`src/rtl/pulse_meter_pkg.sv`:
```
// Shared types for the pulse period meter.
package pulse_meter_pkg;

    typedef enum logic [1:0] {
        IDLE,
        ARMED,
        MEASURE
    } state_t;

endpackage

```
`src/rtl/sat_upcounter.sv`:
```
// Interval counter: clear beats load-to-one beats increment; holds at all-ones.
module sat_upcounter #(
    parameter int unsigned WIDTH = 16
) (
    input  logic             clk,
    input  logic             reset_n,
    input  logic             clear,
    input  logic             load1,
    input  logic             inc,
    output logic [WIDTH-1:0] count,
    output logic             at_max
);

    assign at_max = (count == '1);

    always_ff @(posedge clk or negedge reset_n) begin
        if (!reset_n) begin
            count <= '0;
        end else if (clear) begin
            count <= '0;
        end else if (load1) begin
            count <= {{(WIDTH-1){1'b0}}, 1'b1};
        end else if (inc && !at_max) begin
            count <= count + 1'b1;
        end
    end

endmodule

```
`src/rtl/pulse_period_meter.sv`:
```
// Measures cycles between successive event pulses and presents each result
// on a valid/ready port with saturation and overwrite flags.
module pulse_period_meter
    import pulse_meter_pkg::*;
#(
    parameter int unsigned WIDTH = 16
) (
    input  logic             clk,
    input  logic             reset_n,
    input  logic             enable,
    input  logic             pulse_in,
    input  logic             ready,
    output logic [WIDTH-1:0] period_out,
    output logic             overflow,
    output logic             valid,
    output logic             missed
);

    state_t           state;
    state_t           next_state;
    logic             clear;
    logic             load1;
    logic             inc;
    logic             capture;
    logic [WIDTH-1:0] count;
    logic             at_max;

    sat_upcounter #(.WIDTH(WIDTH)) u_counter (
        .clk     (clk),
        .reset_n (reset_n),
        .clear   (clear),
        .load1   (load1),
        .inc     (inc),
        .count   (count),
        .at_max  (at_max)
    );

    always_ff @(posedge clk or negedge reset_n) begin
        if (!reset_n) begin
            state <= IDLE;
        end else begin
            state <= next_state;
        end
    end

    always_comb begin
        next_state = state;
        case (state)
            IDLE:    if (enable) next_state = ARMED;
            ARMED: begin
                if (!enable)       next_state = IDLE;
                else if (pulse_in) next_state = MEASURE;
            end
            MEASURE: if (!enable) next_state = IDLE;
            default: next_state = IDLE;
        endcase
    end

    // Dropping enable clears the count and ignores any event in that cycle.
    always_comb begin
        clear   = 1'b0;
        load1   = 1'b0;
        inc     = 1'b0;
        capture = 1'b0;
        case (state)
            IDLE: clear = 1'b1;
            ARMED: begin
                if (!enable)       clear = 1'b1;
                else if (pulse_in) load1 = 1'b1;
            end
            MEASURE: begin
                if (!enable) begin
                    clear = 1'b1;
                end else if (pulse_in) begin
                    capture = 1'b1;
                    load1   = 1'b1;
                end else begin
                    inc = 1'b1;
                end
            end
            default: clear = 1'b1;
        endcase
    end

    always_ff @(posedge clk or negedge reset_n) begin
        if (!reset_n) begin
            period_out <= '0;
            overflow   <= 1'b0;
            valid      <= 1'b0;
            missed     <= 1'b0;
        end else begin
            missed <= capture && valid && !ready;
            if (capture) begin
                period_out <= count;
                overflow   <= at_max;
                valid      <= 1'b1;
            end else if (valid && ready) begin
                valid <= 1'b0;
            end
        end
    end

endmodule

```
`config.mk`:
```
export PLATFORM = sky130hd
export DESIGN_NAME = pulse_period_meter
export DESIGN_NICKNAME = d
export VERILOG_FILES = /design/src/rtl/pulse_meter_pkg.sv /design/src/rtl/sat_upcounter.sv /design/src/rtl/pulse_period_meter.sv
export SDC_FILE = /design/constraint.sdc
export NUM_CORES = 1
export LEC_CHECK = 0
export CAP_MARGIN = 20
export CORE_UTILIZATION = 54
export DETAILED_ROUTE_END_ITERATION = 6
export GPL_TIMING_DRIVEN = 0
export PLACE_DENSITY = 0.82
export SYNTH_ARGS = -nofsm -noshare
export SYNTH_HDL_FRONTEND = slang
export SYNTH_HIERARCHICAL = 1
export SYNTH_SLANG_ARGS = --single-unit
```
`constraint.sdc`:
```
create_clock -name clk -period 3 [get_ports clk]
set_input_delay 0.45 -clock clk [delete_from_list [all_inputs] [get_ports clk]]
set_output_delay 0.45 -clock clk [all_outputs]
set_load 0.01 [all_outputs]
```
==> flow_summary.html, run 1 <==
<table>
<tr><th>Metric</th><th>Value</th></tr>
<tr><th colspan="2">Detailed routing</th></tr>
<tr><td># DRC</td><td>0</td></tr>
<tr><td>Initial DRC count</td><td>24</td></tr>
<tr><td>Drt wl/cell</td><td>13.6 µm</td></tr>
<tr><td>Detailed-route wire length</td><td>3.14 mm</td></tr>
<tr><td>Routed via count divided by cell count</td><td>5.47</td></tr>
<tr><td>Total iterations of the first detailed-routing run</td><td>4</td></tr>
<tr><td>Antenna-violating nets left</td><td>0</td></tr>
<tr><td>Routed vias</td><td>1263</td></tr>
<tr><th colspan="2">Pwr</th></tr>
<tr><td>Overall power after layout</td><td>0.00106 W</td></tr>
<tr><td>Areal power density over the cells</td><td>492 nW/µm²</td></tr>
<tr><td>Static power due to leakage</td><td>1.01 nW</td></tr>
<tr><td>Worst IR Drop VDD</td><td>0.316 mV</td></tr>
<tr><th colspan="2">Timing</th></tr>
<tr><td>Minimum clock period after layout</td><td>2670 ps</td></tr>
<tr><td>Achievable Freq</td><td>0.375 GHz</td></tr>
<tr><td>Setup TNS</td><td>0 ps</td></tr>
<tr><td>Post-Route Skew</td><td>5.48 ps</td></tr>
<tr><td>Worst setup slack after layout</td><td>333 ps</td></tr>
<tr><td>Number of setup violations in the final report</td><td>0</td></tr>
<tr><td>RSZ-0062 raised after global routing</td><td>no</td></tr>
<tr><td>Count of final hold-check violations</td><td>0</td></tr>
<tr><td>Pins Over Slew Limit</td><td>0</td></tr>
<tr><td>Worst slew margin</td><td>49.0%</td></tr>
<tr><td>Slew at the pin closest to its max-slew limit</td><td>765 ps</td></tr>
<tr><td>Final worst path period share</td><td>88.9%</td></tr>
<tr><th colspan="2">Placed design</th></tr>
<tr><td>Count of buffers from port buffering</td><td>22</td></tr>
<tr><td>Placement Setup Slack</td><td>203 ps</td></tr>
<tr><td>Placement Cell Area</td><td>2090 µm²</td></tr>
<tr><td>Final HPWL from detailed placement</td><td>2.27 mm</td></tr>
<tr><td>Global placer's final weighted congestion</td><td>0.854</td></tr>
<tr><th colspan="2">Finish</th></tr>
<tr><td>Area used by multi-input combinational logic</td><td>837 µm²</td></tr>
<tr><td>Layout cell share with drive strength beyond 1</td><td>20.9%</td></tr>
<tr><td>Final net count</td><td>197</td></tr>
<tr><td>Sequential cell area</td><td>926 µm²</td></tr>
<tr><td>Antenna diode count</td><td>0</td></tr>
<tr><td>Fill cell count</td><td>238</td></tr>
<tr><td>Non-Filler Cell Area, Final</td><td>2160 µm²</td></tr>
<tr><td>Relative area change from synthesis to final layout</td><td>18.7%</td></tr>
<tr><th colspan="2">Run</th></tr>
<tr><td>Number of max-capacitance violations reported</td><td>0</td></tr>
<tr><th colspan="2">Clocking</th></tr>
<tr><td># Post-CTS Setup Buffers</td><td>0</td></tr>
<tr><td>CTS tree</td><td>done</td></tr>
<tr><td>Number of buffers inserted during clock tree synthesis</td><td>5</td></tr>
<tr><td>Clock tree buffer depth</td><td>2</td></tr>
<tr><td>H-tree lvl count</td><td>2</td></tr>
<tr><td>Number of resized instances in the post-cts repair step</td><td>0</td></tr>
<tr><td>Clock transition at the registers of the reported paths</td><td>100 ps</td></tr>
<tr><td>Number of clock sinks</td><td>37</td></tr>
<tr><td>Clock root cell</td><td>sky130_fd_sc_hd__clkbuf_4</td></tr>
<tr><td>CTS Hold Bufs</td><td>0</td></tr>
<tr><td>Clock network latency to the later pin of the worst-skew pair</td><td>340 ps</td></tr>
<tr><th colspan="2">Yosys</th></tr>
<tr><td>Largest cells by area after synthesis</td><td>sky130_fd_sc_hd__dfrtp_1, sky130_fd_sc_hd__mux2_4, sky130_fd_sc_hd__mux2_2</td></tr>
<tr><td>Number of enable-type register cells in the synthesized netlist</td><td>0</td></tr>
<tr><td>Sequential share of the synthesized area</td><td>50.9%</td></tr>
<tr><td>Post-synthesis net count</td><td>168</td></tr>
<tr><td>Commonest register cell after synthesis</td><td>sky130_fd_sc_hd__dfrtp_1</td></tr>
<tr><td>Seq cells post-synth</td><td>37</td></tr>
<tr><td>Yosys synthesis warning count</td><td>6</td></tr>
<tr><td>Post-synthesis area per instance</td><td>11.6 µm²</td></tr>
<tr><td>Share of synthesized registers carrying an async set or reset</td><td>100%</td></tr>
<tr><td>Count of distinct cell types in the synthesized netlist</td><td>36</td></tr>
<tr><td>Cell taking the most area after synthesis</td><td>sky130_fd_sc_hd__dfrtp_1</td></tr>
<tr><td>Number of instances in the synthesized netlist</td><td>157</td></tr>
<tr><td>Synth top area share</td><td>50.9%</td></tr>
<tr><td>Combined area of all synthesized cells</td><td>1820 µm²</td></tr>
<tr><th colspan="2">Worst setup path</th></tr>
<tr><td>Classification of the worst setup path</td><td>reg2reg</td></tr>
<tr><td>Origin of the worst setup path</td><td>state[0]</td></tr>
<tr><td>Critical Path Source Type</td><td>register</td></tr>
<tr><td>Critical Path RT</td><td>3240 ps</td></tr>
<tr><td>Category of the worst setup path capture point</td><td>register</td></tr>
<tr><td>Startpoint of the worst register-to-register path</td><td>state[0]</td></tr>
<tr><td>Largest fanout on the critical path</td><td>7</td></tr>
<tr><td>Worst R2R Setup Slack</td><td>330 ps</td></tr>
<tr><td>Data arrival time of the worst path</td><td>2910 ps</td></tr>
<tr><th colspan="2">Die</th></tr>
<tr><td>Standard-cell rows</td><td>20</td></tr>
<tr><td>Die area</td><td>3610 µm²</td></tr>
<tr><td>Initial core utilization</td><td>58.2%</td></tr>
<tr><td>Floorplan die height</td><td>60.1 µm</td></tr>
<tr><td>Number of ports placed on the die boundary</td><td>24</td></tr>
<tr><td>Die extent in x</td><td>60.1 µm</td></tr>
<tr><td>Core area</td><td>3130 µm²</td></tr>
<tr><th colspan="2">Global routing</th></tr>
<tr><td>Total global-route track usage</td><td>20.4%</td></tr>
<tr><td>Maximum number of pins on one net before global-route repair</td><td>38</td></tr>
<tr><td>Number of global-route vias before repair</td><td>1191</td></tr>
<tr><td>Global-route wire length before repair</td><td>5.26 mm</td></tr>
<tr><td>Number of antenna violations at the first check in global routing</td><td>0</td></tr>
<tr><td>Gr ovfl total</td><td>0</td></tr>
<tr><th colspan="2">Worst hold path</th></tr>
<tr><td>Hold crit path type</td><td>in2async</td></tr>
<tr><th colspan="2">Outcome</th></tr>
<tr><td>Outcome</td><td>finished clean</td></tr>
</table>
[critical path, stage by stage (launching register included)]
cell,delay [ps]
sky130_fd_sc_hd__dfrtp_1,420
sky130_fd_sc_hd__inv_1,140
sky130_fd_sc_hd__ha_1,240
sky130_fd_sc_hd__nand2_1,70
sky130_fd_sc_hd__nor2_1,510
sky130_fd_sc_hd__nand3_1,220
sky130_fd_sc_hd__nor4_1,560
sky130_fd_sc_hd__a31oi_1,160
sky130_fd_sc_hd__a41o_2,250
[through the flow]
| step | utilization [%] | hold WS [ps] | instances |
|---|---|---|---|
| 2_1_floorplan | - | 154 | 157 |
| 3_3_place_gp | 67.0 | 487 | 223 |
| 3_5_place_dp | 66.8 | 493 | 223 |
| 4_1_cts | 69.1 | 196 | 231 |
| 5_1_grt | 69.1 | 220 | 231 |
| 6_report | 69.1 | 166 | 231 |
[layout make-up]
class	instances	share of cell area, %
repair buffers	22	9.96
flip-flops and latches	37	42.8
well taps	44	2.55
multi-input cells	110	38.7
plain buffers	5	1.80
inverters	5	0.869
clock inverters	1	0.232
clock buffers	7	3.01
[where the power goes]
part	internal, W	switching [W]	leakage (nW)	total (W)
Combinational	0.0000913	0.000138	0.457	0.000229
Sequential	0.000519	0.0000196	0.514	0.000539
Clock	0.000136	0.000159	0.0413	0.000294
Total	0.000746	0.000316	1.01	0.00106
[placed cells by master (no fill, tap or decap), types with 3 or more instances in the layout]
| cell | Yosys | final |
|---|---|---|
| sky130_fd_sc_hd__dfrtp_1 | 37 | 37 |
| sky130_fd_sc_hd__clkdlybuf4s50_1 | 0 | 21 |
| sky130_fd_sc_hd__nor2_1 | 20 | 20 |
| sky130_fd_sc_hd__xor2_1 | 11 | 11 |
| sky130_fd_sc_hd__nand2_1 | 10 | 10 |
| sky130_fd_sc_hd__mux2_2 | 10 | 10 |
| sky130_fd_sc_hd__nand3_1 | 9 | 9 |
| sky130_fd_sc_hd__mux2_4 | 8 | 8 |
| sky130_fd_sc_hd__ha_1 | 6 | 6 |
| sky130_fd_sc_hd__nand4_1 | 6 | 6 |
| sky130_fd_sc_hd__inv_1 | 5 | 5 |
| sky130_fd_sc_hd__clkbuf_4 | 0 | 5 |
| sky130_fd_sc_hd__and3_1 | 3 | 3 |
| sky130_fd_sc_hd__or4_1 | 3 | 3 |
[sequential cells by signal (all words and copies together), names as in the netlist]
register / count
valid: 1
overflow: 1
missed: 1
state: 2
u_counter/count: 16
period_out: 16
[final timing paths]
kind	depth (start not counted)	endpoint
setup / recovery	8	u_counter/count[10]
min in group clk	2	state[1]
hold reg to reg	1	period_out[14]
setup reg to reg	8	u_counter/count[10]
max in group asynchronous	1	missed
hold / removal	1	state[0]
[synthesized netlist by cell type (3+ instances only)]
cell type and instances:
sky130_fd_sc_hd__and3_1 3, sky130_fd_sc_hd__nand3_1 9, sky130_fd_sc_hd__inv_1 5, sky130_fd_sc_hd__xor2_1 11, sky130_fd_sc_hd__mux2_2 10, sky130_fd_sc_hd__nand4_1 6, sky130_fd_sc_hd__mux2_4 8, sky130_fd_sc_hd__nand2_1 10
sky130_fd_sc_hd__nor2_1 20, sky130_fd_sc_hd__ha_1 6, sky130_fd_sc_hd__or4_1 3, sky130_fd_sc_hd__dfrtp_1 37
[layer usage]
metal	track usage (%)	vias to the layer above	share of wire, %
met5	0	-	0
met1	25.8	618	46
met3	7.14	4	4.4
li1	-	605	-
met2	32.2	36	48
met4	7.31	0	1.2
[cell families after synthesis]
| group | after synthesis | share of synthesized area [%] |
|---|---|---|
| multiplexers | 18 | 12.8 |
| buffers and inverters | 10 | 3.16 |
| AND/OR/NAND/NOR | 64 | 19.7 |
| adder cells (fa/ha/maj) | 6 | 4.12 |
| flip-flops | 37 | 50.9 |
| XOR/XNOR | 12 | 5.77 |
| AO/OA/AOI/OAI | 10 | 3.64 |
Power figures use the tool's default switching activity.
==> run 2: changes to the inputs <==
--- a/config.mk
+++ b/config.mk
@@ -6,10 +6,10 @@
 export NUM_CORES = 1
 export LEC_CHECK = 0
 export CAP_MARGIN = 20
-export CORE_UTILIZATION = 54
+export CORE_UTILIZATION = 35
 export DETAILED_ROUTE_END_ITERATION = 6
 export GPL_TIMING_DRIVEN = 0
-export PLACE_DENSITY = 0.82
+export PLACE_DENSITY = 0.59
 export SYNTH_ARGS = -nofsm -noshare
 export SYNTH_HDL_FRONTEND = slang
 export SYNTH_HIERARCHICAL = 1
==> flow_summary.html, run 2 (same netlist as run 1, synthesis figures left out) <==
<table>
<tr><th>Metric</th><th>Value</th></tr>
<tr><th colspan="2">Clocking</th></tr>
<tr><td>H-tree lvl count</td><td>2 (unchanged)</td></tr>
<tr><td>Number of clock sinks</td><td>37 (unchanged)</td></tr>
<tr><td>Clock transition at the registers of the reported paths</td><td>70 ps (-30 ps)</td></tr>
<tr><td>Clock network latency to the later pin of the worst-skew pair</td><td>290 ps (-50 ps)</td></tr>
<tr><td># Post-CTS Setup Buffers</td><td>0 (unchanged)</td></tr>
<tr><td>CTS tree</td><td>done</td></tr>
<tr><td>Number of resized instances in the post-cts repair step</td><td>0 (unchanged)</td></tr>
<tr><td>Clock tree buffer depth</td><td>2 (unchanged)</td></tr>
<tr><td>Number of buffers inserted during clock tree synthesis</td><td>5 (unchanged)</td></tr>
<tr><td>Clock root cell</td><td>sky130_fd_sc_hd__clkbuf_8</td></tr>
<tr><td>CTS Hold Bufs</td><td>0 (unchanged)</td></tr>
<tr><th colspan="2">Pwr</th></tr>
<tr><td>Internal cell power</td><td>0.000766 W (+2.7%)</td></tr>
<tr><td>Areal power density over the cells</td><td>495 nW/µm² (+0.73%)</td></tr>
<tr><td>Static power due to leakage</td><td>1.01 nW (-0.14%)</td></tr>
<tr><td>Clock share of power</td><td>28.8% (+1.1 points)</td></tr>
<tr><td>Switching power</td><td>0.000320 W (+1.3%)</td></tr>
<tr><td>Worst IR Drop VDD</td><td>0.282 mV (-11%)</td></tr>
<tr><td>Seq pwr share</td><td>49.7% (-1.0 points)</td></tr>
<tr><td>Switching share of total power</td><td>29.5% (-0.28 points)</td></tr>
<tr><td>Share of power burned in combinational logic</td><td>21.6% (about the same)</td></tr>
<tr><th colspan="2">Detailed routing</th></tr>
<tr><td># DRC</td><td>0 (unchanged)</td></tr>
<tr><td>Total iterations of the first detailed-routing run</td><td>4 (unchanged)</td></tr>
<tr><td>Routed via count divided by cell count</td><td>4.97 (-9.1%)</td></tr>
<tr><td>Detailed-route wire length</td><td>3.31 mm (+5.3%)</td></tr>
<tr><td>Antenna-violating nets left</td><td>0 (unchanged)</td></tr>
<tr><td>Drt wl/cell</td><td>13.1 µm (-3.5%)</td></tr>
<tr><td>Initial DRC count</td><td>39 (+63%)</td></tr>
<tr><td>Routed vias</td><td>1252 (-0.87%)</td></tr>
<tr><th colspan="2">Timing</th></tr>
<tr><td>Count of final hold-check violations</td><td>0 (unchanged)</td></tr>
<tr><td>Worst Hold Margin</td><td>256 ps (+90.6 ps)</td></tr>
<tr><td>Post-Route Skew</td><td>5.77 ps (+0.286 ps)</td></tr>
<tr><td>RSZ-0062 raised after global routing</td><td>no</td></tr>
<tr><td>Final worst path period share</td><td>87.0% (-1.9 points)</td></tr>
<tr><td>Number of setup violations in the final report</td><td>0 (unchanged)</td></tr>
<tr><td>Minimum clock period after layout</td><td>2610 ps (-55.9 ps)</td></tr>
<tr><td>Worst slew margin</td><td>45.6% (-3.3 points)</td></tr>
<tr><td>Achievable Freq</td><td>0.383 GHz (+2.1%)</td></tr>
<tr><td>Setup TNS</td><td>0 ps (unchanged)</td></tr>
<tr><td>Pins Over Slew Limit</td><td>0 (unchanged)</td></tr>
<tr><td>Slew at the pin closest to its max-slew limit</td><td>815 ps (+50.1 ps)</td></tr>
<tr><td>Worst setup slack after layout</td><td>389 ps (+55.9 ps)</td></tr>
<tr><th colspan="2">Global routing</th></tr>
<tr><td>Global-route wire length before repair</td><td>5.66 mm (+7.6%)</td></tr>
<tr><td>Total global-route track usage</td><td>14.0% (-6.4 points)</td></tr>
<tr><td>Maximum number of pins on one net before global-route repair</td><td>38 (unchanged)</td></tr>
<tr><td>Number of antenna violations at the first check in global routing</td><td>0 (unchanged)</td></tr>
<tr><td>Gr ovfl total</td><td>0 (unchanged)</td></tr>
<tr><td>Number of global-route vias before repair</td><td>1252 (+5.1%)</td></tr>
<tr><th colspan="2">Die</th></tr>
<tr><td>Floorplan die height</td><td>74.1 µm (+23%)</td></tr>
<tr><td>Core area</td><td>4850 µm² (+55%)</td></tr>
<tr><td>Number of ports placed on the die boundary</td><td>24 (unchanged)</td></tr>
<tr><td>Die extent in x</td><td>74.1 µm (+23%)</td></tr>
<tr><td>Die area</td><td>5490 µm² (+52%)</td></tr>
<tr><td>Standard-cell rows</td><td>25 (+25%)</td></tr>
<tr><td>Initial core utilization</td><td>37.5% (-21 points)</td></tr>
<tr><th colspan="2">Worst setup path</th></tr>
<tr><td>Startpoint of the worst register-to-register path</td><td>state[0]</td></tr>
<tr><td>Critical Path RT</td><td>3170 ps (-70 ps)</td></tr>
<tr><td>Cell-by-cell listing of the critical path</td><td>inv_1 &gt; ha_1 &gt; nand2_1 &gt; nor2_1 &gt; nand3_1 &gt; nor4_1 &gt; a31oi_1 &gt; a41o_2</td></tr>
<tr><td>Cell count of the worst reg-to-reg path</td><td>8 (unchanged)</td></tr>
<tr><td>Worst R2R Setup Slack</td><td>390 ps (+60 ps)</td></tr>
<tr><td>Crit-path max cell delay</td><td>520 ps (-40 ps)</td></tr>
<tr><td>Slowest cell on the critical path</td><td>sky130_fd_sc_hd__nor4_1</td></tr>
<tr><td>Largest fanout on the critical path</td><td>7 (unchanged)</td></tr>
<tr><td>Reg-to-reg endpoint</td><td>u_counter/count[10]</td></tr>
<tr><td>Origin of the worst setup path</td><td>state[0]</td></tr>
<tr><td>Data arrival time of the worst path</td><td>2780 ps (-130 ps)</td></tr>
<tr><td>Setup crit end</td><td>u_counter/count[10]</td></tr>
<tr><td>Critical Path Source Type</td><td>register</td></tr>
<tr><td>Category of the worst setup path capture point</td><td>register</td></tr>
<tr><td>Classification of the worst setup path</td><td>reg2reg</td></tr>
<tr><th colspan="2">Finish</th></tr>
<tr><td>Most common cell after layout, fill and taps aside</td><td>sky130_fd_sc_hd__dfrtp_1</td></tr>
<tr><td>Registers with the highest flip-flop counts</td><td>period_out: 16 flops, u_counter/count: 16 flops, state: 2 flops</td></tr>
<tr><td>Fill cell count</td><td>458 (+92%)</td></tr>
<tr><td>Utilization after layout</td><td>45.2% (-24 points)</td></tr>
<tr><td>Relative area change from synthesis to final layout</td><td>20.5%</td></tr>
<tr><td>Area used by multi-input combinational logic</td><td>837 µm² (unchanged)</td></tr>
<tr><td>Layout cell share with drive strength beyond 1</td><td>20.0% (-0.86 points)</td></tr>
<tr><td>Antenna diode count</td><td>0 (unchanged)</td></tr>
<tr><td>Sequential cell area</td><td>926 µm² (unchanged)</td></tr>
<tr><td>Final net count</td><td>197 (unchanged)</td></tr>
<tr><td>Commonest cells after routing, fill and taps aside</td><td>sky130_fd_sc_hd__dfrtp_1, sky130_fd_sc_hd__clkdlybuf4s50_1, sky130_fd_sc_hd__nor2_1</td></tr>
<tr><td>Non-Filler Cell Area, Final</td><td>2190 µm² (+1.5%)</td></tr>
<tr><th colspan="2">Placed design</th></tr>
<tr><td>Final HPWL from detailed placement</td><td>2.40 mm (+5.6%)</td></tr>
<tr><td>Global placer's final weighted congestion</td><td>0.780 (-8.7%)</td></tr>
<tr><td>Placement Setup Slack</td><td>211 ps (+7.81 ps)</td></tr>
<tr><td>Placement Cell Area</td><td>2120 µm² (+1.4%)</td></tr>
<tr><td>Count of buffers from port buffering</td><td>22 (unchanged)</td></tr>
<tr><th colspan="2">Run</th></tr>
<tr><td>Number of max-capacitance violations reported</td><td>0 (unchanged)</td></tr>
<tr><th colspan="2">Worst hold path</th></tr>
<tr><td>Hold crit path type</td><td>in2async</td></tr>
<tr><th colspan="2">Outcome</th></tr>
<tr><td>Outcome</td><td>finished clean</td></tr>
</table>
run 2: changes by cell type in the layout (fill, tap and decap cells not counted):
cell | previous run | this run
sky130_fd_sc_hd__clkbuf_4 | 5 | 0
sky130_fd_sc_hd__clkbuf_8 | 2 | 5
run 2: routing by layer:
| layer | GRT usage (%) | wire length, µm | up-vias |
|---|---|---|---|
| met5 | 0 | 0 | - |
| met3 | 3.79 | 139 | 4 |
| met2 | 22.5 | 1600 | 26 |
| met4 | 8.12 | 60 | 0 |
| met1 | 17.0 | 1510 | 616 |
| li1 | - | - | 606 |
run 2: power groups by stage:
stage / clock network, W / registers (W) / logic (W)
5_1_grt: 0.000342 / 0.000542 / 0.000263
4_1_cts: 0.000330 / 0.000539 / 0.000237
3_3_place_gp: 0 / 0.000546 / 0.000219
6_report: 0.000313 / 0.000540 / 0.000234
3_5_place_dp: 0 / 0.000549 / 0.000235
2_1_floorplan: 0 / 0.000547 / 0.000158
run 2: how the worst min path moves through the flow:
stage | endpoint | slack [ps] | depth (start not counted)
floorplan | missed | 150 | 0
global placement | valid | 490 | 2
detailed placement | valid | 500 | 2
CTS | u_counter/count[5] | 280 | 1
global route | u_counter/count[5] | 330 | 1
finish | u_counter/count[5] | 260 | 1
run 2: cell type report:
| type | instances | share of cell area (%) |
|---|---|---|
| Sequential cell | 37 | 42.2 |
| Buffer | 5 | 1.77 |
| Inverter | 5 | 0.856 |
| Tap cell | 67 | 3.82 |
| Clock inverter | 1 | 0.228 |
| Multi-Input combinational cell | 110 | 38.2 |
| Clock buffer | 5 | 3.14 |
| Timing Repair Buffer | 22 | 9.81 |
run 2: worst max-delay path: cells and delay by family (launching register included):
family	cells	cell delay (ps)
AO/OA/AOI/OAI	2	390
buffers and inverters	1	140
adder cells (fa/ha/maj)	1	230
flip-flops	1	400
AND/OR/NAND/NOR	4	1330
run 2: per-stage QoR:
stage | cells | power, W
6_report | 252 | 0.00109
5_1_grt | 252 | 0.00115
4_1_cts | 252 | 0.00111
3_5_place_dp | 246 | 0.000785
3_3_place_gp | 246 | 0.000766
2_1_floorplan | 157 | 0.000705
